[config.mk]
export PLATFORM = sky130hd
export DESIGN_NAME = jk_cmd_sequencer
export DESIGN_NICKNAME = d
export VERILOG_FILES = /design/src/rtl/jk_cmd_sequencer.sv
export SDC_FILE = /design/constraint.sdc
export NUM_CORES = 1
export LEC_CHECK = 0
export ABC_CLOCK_PERIOD_IN_PS = 1760
export CORE_UTILIZATION = 34
export DETAILED_ROUTE_END_ITERATION = 6
export PLACE_DENSITY = 0.75
export SYNTH_ARGS = -nofsm -noshare
export SYNTH_HDL_FRONTEND = slang
export SYNTH_SLANG_ARGS = --single-unit
export TNS_END_PERCENT = 5
[constraint.sdc]
create_clock -name clk -period 1.76 [get_ports clk]
set_clock_uncertainty 0.15 [all_clocks]
set_input_delay 0.176 -clock clk [delete_from_list [all_inputs] [get_ports clk]]
set_output_delay 0.176 -clock clk [all_outputs]
set_load 0.005 [all_outputs]
[src/rtl/jk_cmd_sequencer.sv]
// Two-requester round-robin command sequencer driving a bank of JK flip-flops.
// Optional Q read-back check is enabled by defining JK_SEQ_CHECK_EN.
module jk_cmd_sequencer #(
   parameter int unsigned WIDTH = 8
) (
   input  logic             clk,
   input  logic             rst_ni,
   input  logic             req0_valid_i,
   input  logic [1:0]       req0_op_i,
   input  logic [WIDTH-1:0] req0_mask_i,
   output logic             req0_ready_o,
   input  logic             req1_valid_i,
   input  logic [1:0]       req1_op_i,
   input  logic [WIDTH-1:0] req1_mask_i,
   output logic             req1_ready_o,
   input  logic [WIDTH-1:0] q_i,
   output logic [WIDTH-1:0] j_o,
   output logic [WIDTH-1:0] k_o,
   output logic             busy_o,
   output logic             done_o,
   output logic             done_id_o,
   output logic             err_o,
   output logic [7:0]       err_cnt_o
);

`ifdef JK_SEQ_CHECK_EN
   typedef enum logic [1:0] {StIdle, StDrive, StCheck} state_e;
`else
   typedef enum logic [0:0] {StIdle, StDrive} state_e;
`endif

   state_e           state_q, state_d;
   logic             last_grant_q;
   logic             id_q;
   logic [WIDTH-1:0] j_q, k_q;
   logic             busy_q;
   logic             done_q, done_d;
   logic             done_id_q;

   logic             grant1;
   logic             idle;
   logic             hs;
   logic [1:0]       sel_op;
   logic [WIDTH-1:0] sel_mask;

   // Requester 1 wins when alone, or on a tie when requester 0 was granted last.
   always_comb begin
      idle         = (state_q == StIdle);
      grant1       = req1_valid_i & (~req0_valid_i | ~last_grant_q);
      req0_ready_o = idle & req0_valid_i & ~grant1;
      req1_ready_o = idle & grant1;
      hs           = req0_ready_o | req1_ready_o;
      sel_op       = grant1 ? req1_op_i : req0_op_i;
      sel_mask     = grant1 ? req1_mask_i : req0_mask_i;
   end

   always_comb begin
      state_d = state_q;
      done_d  = 1'b0;
      unique case (state_q)
         StIdle: begin
            if (hs) begin
               state_d = StDrive;
            end
         end
`ifdef JK_SEQ_CHECK_EN
         StDrive: state_d = StCheck;
         StCheck: begin
            state_d = StIdle;
            done_d  = 1'b1;
         end
         default: state_d = StIdle;
`else
         StDrive: begin
            state_d = StIdle;
            done_d  = 1'b1;
         end
`endif
      endcase
   end

   always_ff @(posedge clk or negedge rst_ni) begin
      if (!rst_ni) begin
         state_q      <= StIdle;
         last_grant_q <= 1'b1;
         id_q         <= 1'b0;
         j_q          <= '0;
         k_q          <= '0;
         busy_q       <= 1'b0;
         done_q       <= 1'b0;
         done_id_q    <= 1'b0;
      end else begin
         state_q <= state_d;
         busy_q  <= (state_d != StIdle);
         // Drive values are non-zero only for the single DRIVE cycle after a handshake.
         j_q     <= hs ? (sel_mask & {WIDTH{sel_op[1]}}) : '0;
         k_q     <= hs ? (sel_mask & {WIDTH{sel_op[0]}}) : '0;
         if (hs) begin
            id_q         <= grant1;
            last_grant_q <= grant1;
         end
         done_q <= done_d;
         if (done_d) begin
            done_id_q <= id_q;
         end
      end
   end

   assign j_o       = j_q;
   assign k_o       = k_q;
   assign busy_o    = busy_q;
   assign done_o    = done_q;
   assign done_id_o = done_id_q;

`ifdef JK_SEQ_CHECK_EN
   logic [WIDTH-1:0] exp_q, exp_d;
   logic [WIDTH-1:0] result;
   logic             mismatch;
   logic             err_q;
   logic [7:0]       err_cnt_q;

   always_comb begin
      unique case (sel_op)
         2'b00:   result = q_i;
         2'b01:   result = '0;
         2'b10:   result = '1;
         default: result = ~q_i;
      endcase
      exp_d    = (q_i & ~sel_mask) | (sel_mask & result);
      mismatch = (state_q == StCheck) && (q_i != exp_q);
   end

   always_ff @(posedge clk or negedge rst_ni) begin
      if (!rst_ni) begin
         exp_q     <= '0;
         err_q     <= 1'b0;
         err_cnt_q <= 8'd0;
      end else begin
         if (hs) begin
            exp_q <= exp_d;
         end
         err_q <= mismatch;
         if (mismatch && (err_cnt_q != 8'hFF)) begin
            err_cnt_q <= err_cnt_q + 8'd1;
         end
      end
   end

   assign err_o     = err_q;
   assign err_cnt_o = err_cnt_q;
`else
   logic unused_q;
   assign unused_q  = ^q_i;
   assign err_o     = 1'b0;
   assign err_cnt_o = 8'd0;
`endif

endmodule

### Word level (Yosys, flattened, before mapping)

Index checks and enable logic that the tools add are counted.

* flip-flop bits (word level): 21
* output and inout bits: 30
* word-level logic and storage cells: 26
* bits of input ports: 32

* bitwise logic cells: 12
* multiplexer cells: 7

Operators with widths (count)
* 8-bit two-way mux: 3
* 8-bit bitwise AND: 2
* 1-bit bitwise AND: 4
* 1-bit inverter: 4
* 1-bit two-way mux: 2
* 2-bit two-way mux: 1
* 1-bit bitwise OR: 2
* 1-bit one-hot mux with 2 select lines: 1

### Depth between registers and ports, before layout

* depth in word-level cells: 8
* mapped depth: 4

### Least setup slack after synthesis

No wires, ideal clock.

* path type: reg2reg
* start: reg last_grant_q
* end: reg id_q
* buffers on the path: 1
* path slack: 0.449 ns
* arrival time: 1.043 ns
* stages on the path, launching flop included: 5
* data required time: 1.492 ns
* cell sequence: dfstp_2 a21boi_4 buf_6 and2b_4 a21o_1

* elaborated cells between the ends (all ways): 7

RTL lines
* start: declaration: RTL line 33 `logic last_grant_q;`
* start signal: assignment: RTL line 100 `last_grant_q <= grant1;`
* 1-bit inverter: RTL line 49 `grant1 = req1_valid_i & (~req0_valid_i | ~last_grant_q);`
* 1-bit bitwise OR: RTL line 49
* 1-bit bitwise AND: RTL line 49
* 1-bit bitwise AND: RTL line 51 `req1_ready_o = idle & grant1;`
* via req1_ready_o: RTL line 15 `output logic req1_ready_o,`
* 1-bit bitwise OR: RTL line 52 `hs = req0_ready_o | req1_ready_o;`
* end signal: assignment: RTL line 99 `id_q <= grant1;`
* end: declaration: RTL line 34 `logic id_q;`

The timed path passes the listed nets, and every way through them passes these cells.
A chain may end at the register's enable or synchronous reset.

### Worst setup path in the final report

* start: reg last_grant_q
* end: reg k_q[4] (netlist: k_o[4])

* cells in the longest elaborated chain, start to end: 7
* elaborated cells between the ends (all ways): 11

RTL lines
* 1-bit inverter (*): RTL line 49
* 1-bit bitwise OR (*): RTL line 49
* 1-bit bitwise AND (*): RTL line 49
* 1-bit inverter: RTL line 50 `req0_ready_o = idle & req0_valid_i & ~grant1;`
* 1-bit bitwise AND: RTL line 50
* 1-bit bitwise OR: RTL line 52
* 8-bit two-way mux (*): RTL line 97 `k_q <= hs ? (sel_mask & {WIDTH{sel_op[0]}}) : '0;`
* end signal: assignment: RTL line 97
* end: declaration: RTL line 35 `logic [WIDTH-1:0] j_q, k_q;`

Every way passes the cells marked *; elsewhere a longest branch is shown, timed or not.

==> tab_implementation.tex <==
\begin{tabular}{lr}
\hline
Metric & Value \\
\hline
\multicolumn{2}{l}{\textbf{Detailed routing}} \\
DRC violation total after the first TritonRoute iteration & 3 \\
Initial DRT Pass Iterations & 4 \\
Routed vias/inst & 4.36 \\
Remaining number of nets flagged by the antenna check after routing & 0 \\
Routed via count & 710 \\
Final routed DRC violation total & 0 \\
Drt total wl & approximately 1.8 mm \\
Routed length per placed instance & 11.3 um \\
\multicolumn{2}{l}{\textbf{Global route}} \\
Met3 usage in global routing & 3.16\% \\
Vias in the first global route & 708 \\
Overall fraction of global-route tracks in use & between 10\% and 20\% \\
Antenna violations before repair & 0 \\
GRT Max-Usage Layer & met2 \\
Met1 track demand over resource & 15.3\% \\
Wire length of the first global-routing pass & 2.95 mm \\
Met2 track demand over resource in global routing & 28.9\% \\
Pin count of the biggest net entering global routing & 22 \\
Global-route congestion overflow total & 0 \\
\multicolumn{2}{l}{\textbf{Power}} \\
Power, Total & 1.15 mW \\
Power per Cell Area & 788 nW/um2 \\
Worst vdd rail ir drop & between 400 and 500 uV \\
Leakage power figure & approximately 0.71 nW \\
\multicolumn{2}{l}{\textbf{Placement}} \\
Placed wire-length estimate after detailed placement & 1.44 mm \\
Post-detailed-placement cell area & 1410 um2 \\
PortBufs & 44 \\
Global placement routability congestion & 0.642 \\
Placed cells & $\sim$160 \\
\multicolumn{2}{l}{\textbf{STA}} \\
Final worst-path cycle share & 93.0\% \\
Max-slew violation total from the final report & 0 \\
Shortest period the worst path allows & 1.64 ns \\
Final setup vio count & 0 \\
Setup repair after global routing missed its margin & no \\
Final hold viol count & 0 \\
Achievable Freq & 0.611 GHz \\
\multicolumn{2}{l}{\textbf{Setup path}} \\
Endpoint of the lowest-slack register-to-register path & k\_o[4] \\
Required time of the worst setup path & around 1.8 ns \\
FF-to-FF Start & last\_grant\_q \\
Register-to-Register Setup Slack & 0.12 ns \\
CP arrival & 1.67 ns \\
Crit path capture type & flop \\
Reg2reg path depth & 6 \\
Kind of start point of the critical path & flop \\
Critical Path Fanout Max & 6 \\
CP Class & flop to flop \\
\multicolumn{2}{l}{\textbf{Floorplanning}} \\
CORE AREA & 2480 um2 \\
Vertical extent of the die & $\sim$53 um \\
Area enclosed by the die boundary & 2820 um2 \\
I/O pin total & a little over 60 \\
Starting utilization of the core area & between 30\% and 40\% \\
Number of rows in the core area & 18 \\
Horizontal extent of the die & approximately 53 um \\
\multicolumn{2}{l}{\textbf{Synth}} \\
Synthesized flop and latch total & 21 \\
Yosys cell types & 16 \\
Asr flop ratio synth & 100\% \\
Cell with the most instances after synthesis & sky130\_fd\_sc\_hd\_\_dfrtp\_1 \\
Leading register cell type out of synthesis & sky130\_fd\_sc\_hd\_\_dfrtp\_1 \\
Number of warning messages in the yosys log & 0 \\
Cell type with the highest aggregate area in the netlist & sky130\_fd\_sc\_hd\_\_dfrtp\_1 \\
Sequential fraction of the synthesis area & 59.4\% \\
Synthesized area divided by synthesized cell count & 12.2 um2 \\
Area share of the largest cell type after synthesis & 56.4\% \\
Most used standard cells in the synthesized netlist & 20 x sky130\_fd\_sc\_hd\_\_dfrtp\_1, 19 x sky130\_fd\_sc\_hd\_\_nor2\_1, 9 x sky130\_fd\_sc\_hd\_\_buf\_4, 8 x sky130\_fd\_sc\_hd\_\_mux2i\_1, 4 x sky130\_fd\_sc\_hd\_\_nor2b\_1 \\
Number of enable flip-flop cells after synthesis & 0 \\
Gate count of the mapped netlist & 73 \\
Ranking of synthesized cells by area & sky130\_fd\_sc\_hd\_\_dfrtp\_1 56\%, sky130\_fd\_sc\_hd\_\_mux2i\_1 9.0\%, sky130\_fd\_sc\_hd\_\_nor2\_1 8.0\% \\
Post-synthesis instance area & 887 um2 \\
\multicolumn{2}{l}{\textbf{Run status}} \\
Status & complete, no violations \\
\multicolumn{2}{l}{\textbf{Finish}} \\
Number of nets in the final layout & 166 \\
Proportion of layout cells with a drive suffix above 1 & 18.0\% \\
Number of diodes & 0 \\
Area growth from synthesis to layout & 64.2\% \\
Filler instances & 221 \\
Non-filler cells, final & 163 \\
Post-route cell area & 1460 um2 \\
\multicolumn{2}{l}{\textbf{Clock tree}} \\
Total number of clock tree sinks & 21 \\
Clock tree from TritonCTS & yes \\
Buffers from clock root to sink, at most & 2 \\
Num CTS Buffers & 3 \\
Clock transition at the registers of the reported paths & 0.11 ns \\
Clk\_lat worst skew & 0.29 ns \\
Clock tree root driver cell & sky130\_fd\_sc\_hd\_\_clkbuf\_4 \\
CTS H-tree depth & 1 \\
\multicolumn{2}{l}{\textbf{Run}} \\
Number of max-cap violations & 0 \\
\multicolumn{2}{l}{\textbf{Hold path}} \\
Path class of the lowest-slack min-delay path & input port to asynchronous set/reset pin \\
\hline
\end{tabular}
-- where the power goes --
group	total [mW]	switching, mW	internal [mW]
Combinational	0.355	0.131	0.225
Sequential	0.570	0.0265	0.544
Clock	0.222	0.137	0.0845
-- kinds of logic (layout without fill, tap and decap cells) --
kind of cell	Yosys count	in the layout	synth area share [%]
other	1	9	0.423
buffers and inverters	10	62	8.89
muxes	9	9	10.3
AOI/OAI and AO/OA	5	5	7.19
DFF	21	21	59.4
and+or+nand+nor	27	27	13.8
-- final cells by class --
| class | count | area, um2 | share of cell area (%) |
|---|---|---|---|
| clock inverter | 1 | 5.00 | 0.344 |
| clock buffer | 3 | 22.5 | 1.55 |
| sequential | 21 | 527 | 36.2 |
| timing repair buffer | 58 | 553 | 38.0 |
| multi-input combinational | 50 | 312 | 21.4 |
| tap | 30 | 37.5 | 2.58 |
-- flip-flops by register name (all words and copies together) (netlist names) --
signal        flops
done_id_o         1
busy_o            1
last_grant_q      1
k_o               8
done_o            1
j_o               8
id_q              1
-- per-stage QoR --
step                      hold WS, ns  setup TNS [ns]  utilization [%]  setup slack (ns)
final                          0.0745               0             58.8             0.123
after global routing           0.0666               0             58.8            0.0705
after CTS                      0.0713          -0.123             58.1            -0.123
after detailed placement        0.280          -0.164             56.8            -0.110
after global placement          0.283          -0.138             56.8           -0.0865
after floorplan                -0.270               0                -             0.449
-- timing repair --
action | 4_1_cts | 5_1_grt
hold buffers | 0 | 0
pin swaps | 0 | 1
endpoints found under the hold margin | 0 | 0
buffers inserted | 1 | 1
setup endpoints to repair | 2 | 2
gates resized for setup | 1 | 3
-- worst max path at each step --
| stage | startpoint | slack, ns | to |
|---|---|---|---|
| after global routing | last_grant_q | 0.07 | j_o[7] |
| after CTS | last_grant_q | -0.12 | req1_ready_o |
| after floorplan | last_grant_q | 0.45 | id_q |
| final | last_grant_q | 0.12 | k_o[4] |
| after global placement | req1_valid_i | -0.09 | req1_ready_o |
| after detailed placement | req1_valid_i | -0.11 | req1_ready_o |
-- cells in the final DEF (no fill, tap or decap), drive strengths merged, types with 2 or more instances in the layout --
cell and instances:
conb 9, dfrtp 20, a32oi 2, buf 14, clkbuf 3, clkdlybuf4s50 41, nand2b 2, dlymetal6s2s 2
mux2i 8, nor2b 4, nor2 19
-- worst max-delay path, cell delays in order (launching register included) --
cell                       delay [ns]
sky130_fd_sc_hd__dfstp_2         0.57
sky130_fd_sc_hd__a21boi_4        0.06
sky130_fd_sc_hd__buf_4           0.14
sky130_fd_sc_hd__buf_4           0.16
sky130_fd_sc_hd__a32oi_2         0.21
sky130_fd_sc_hd__buf_4           0.18
sky130_fd_sc_hd__nor2_1          0.05
-- routing by layer --
layer	vias up	wire length [um]	share of wire [%]
met5	-	0	0
met4	0	11	0.60
met3	2	128	6.9
met2	32	1010	54
met1	335	700	38
li1	341	-	-
Note: power is estimated with default switching activity, not from simulation.
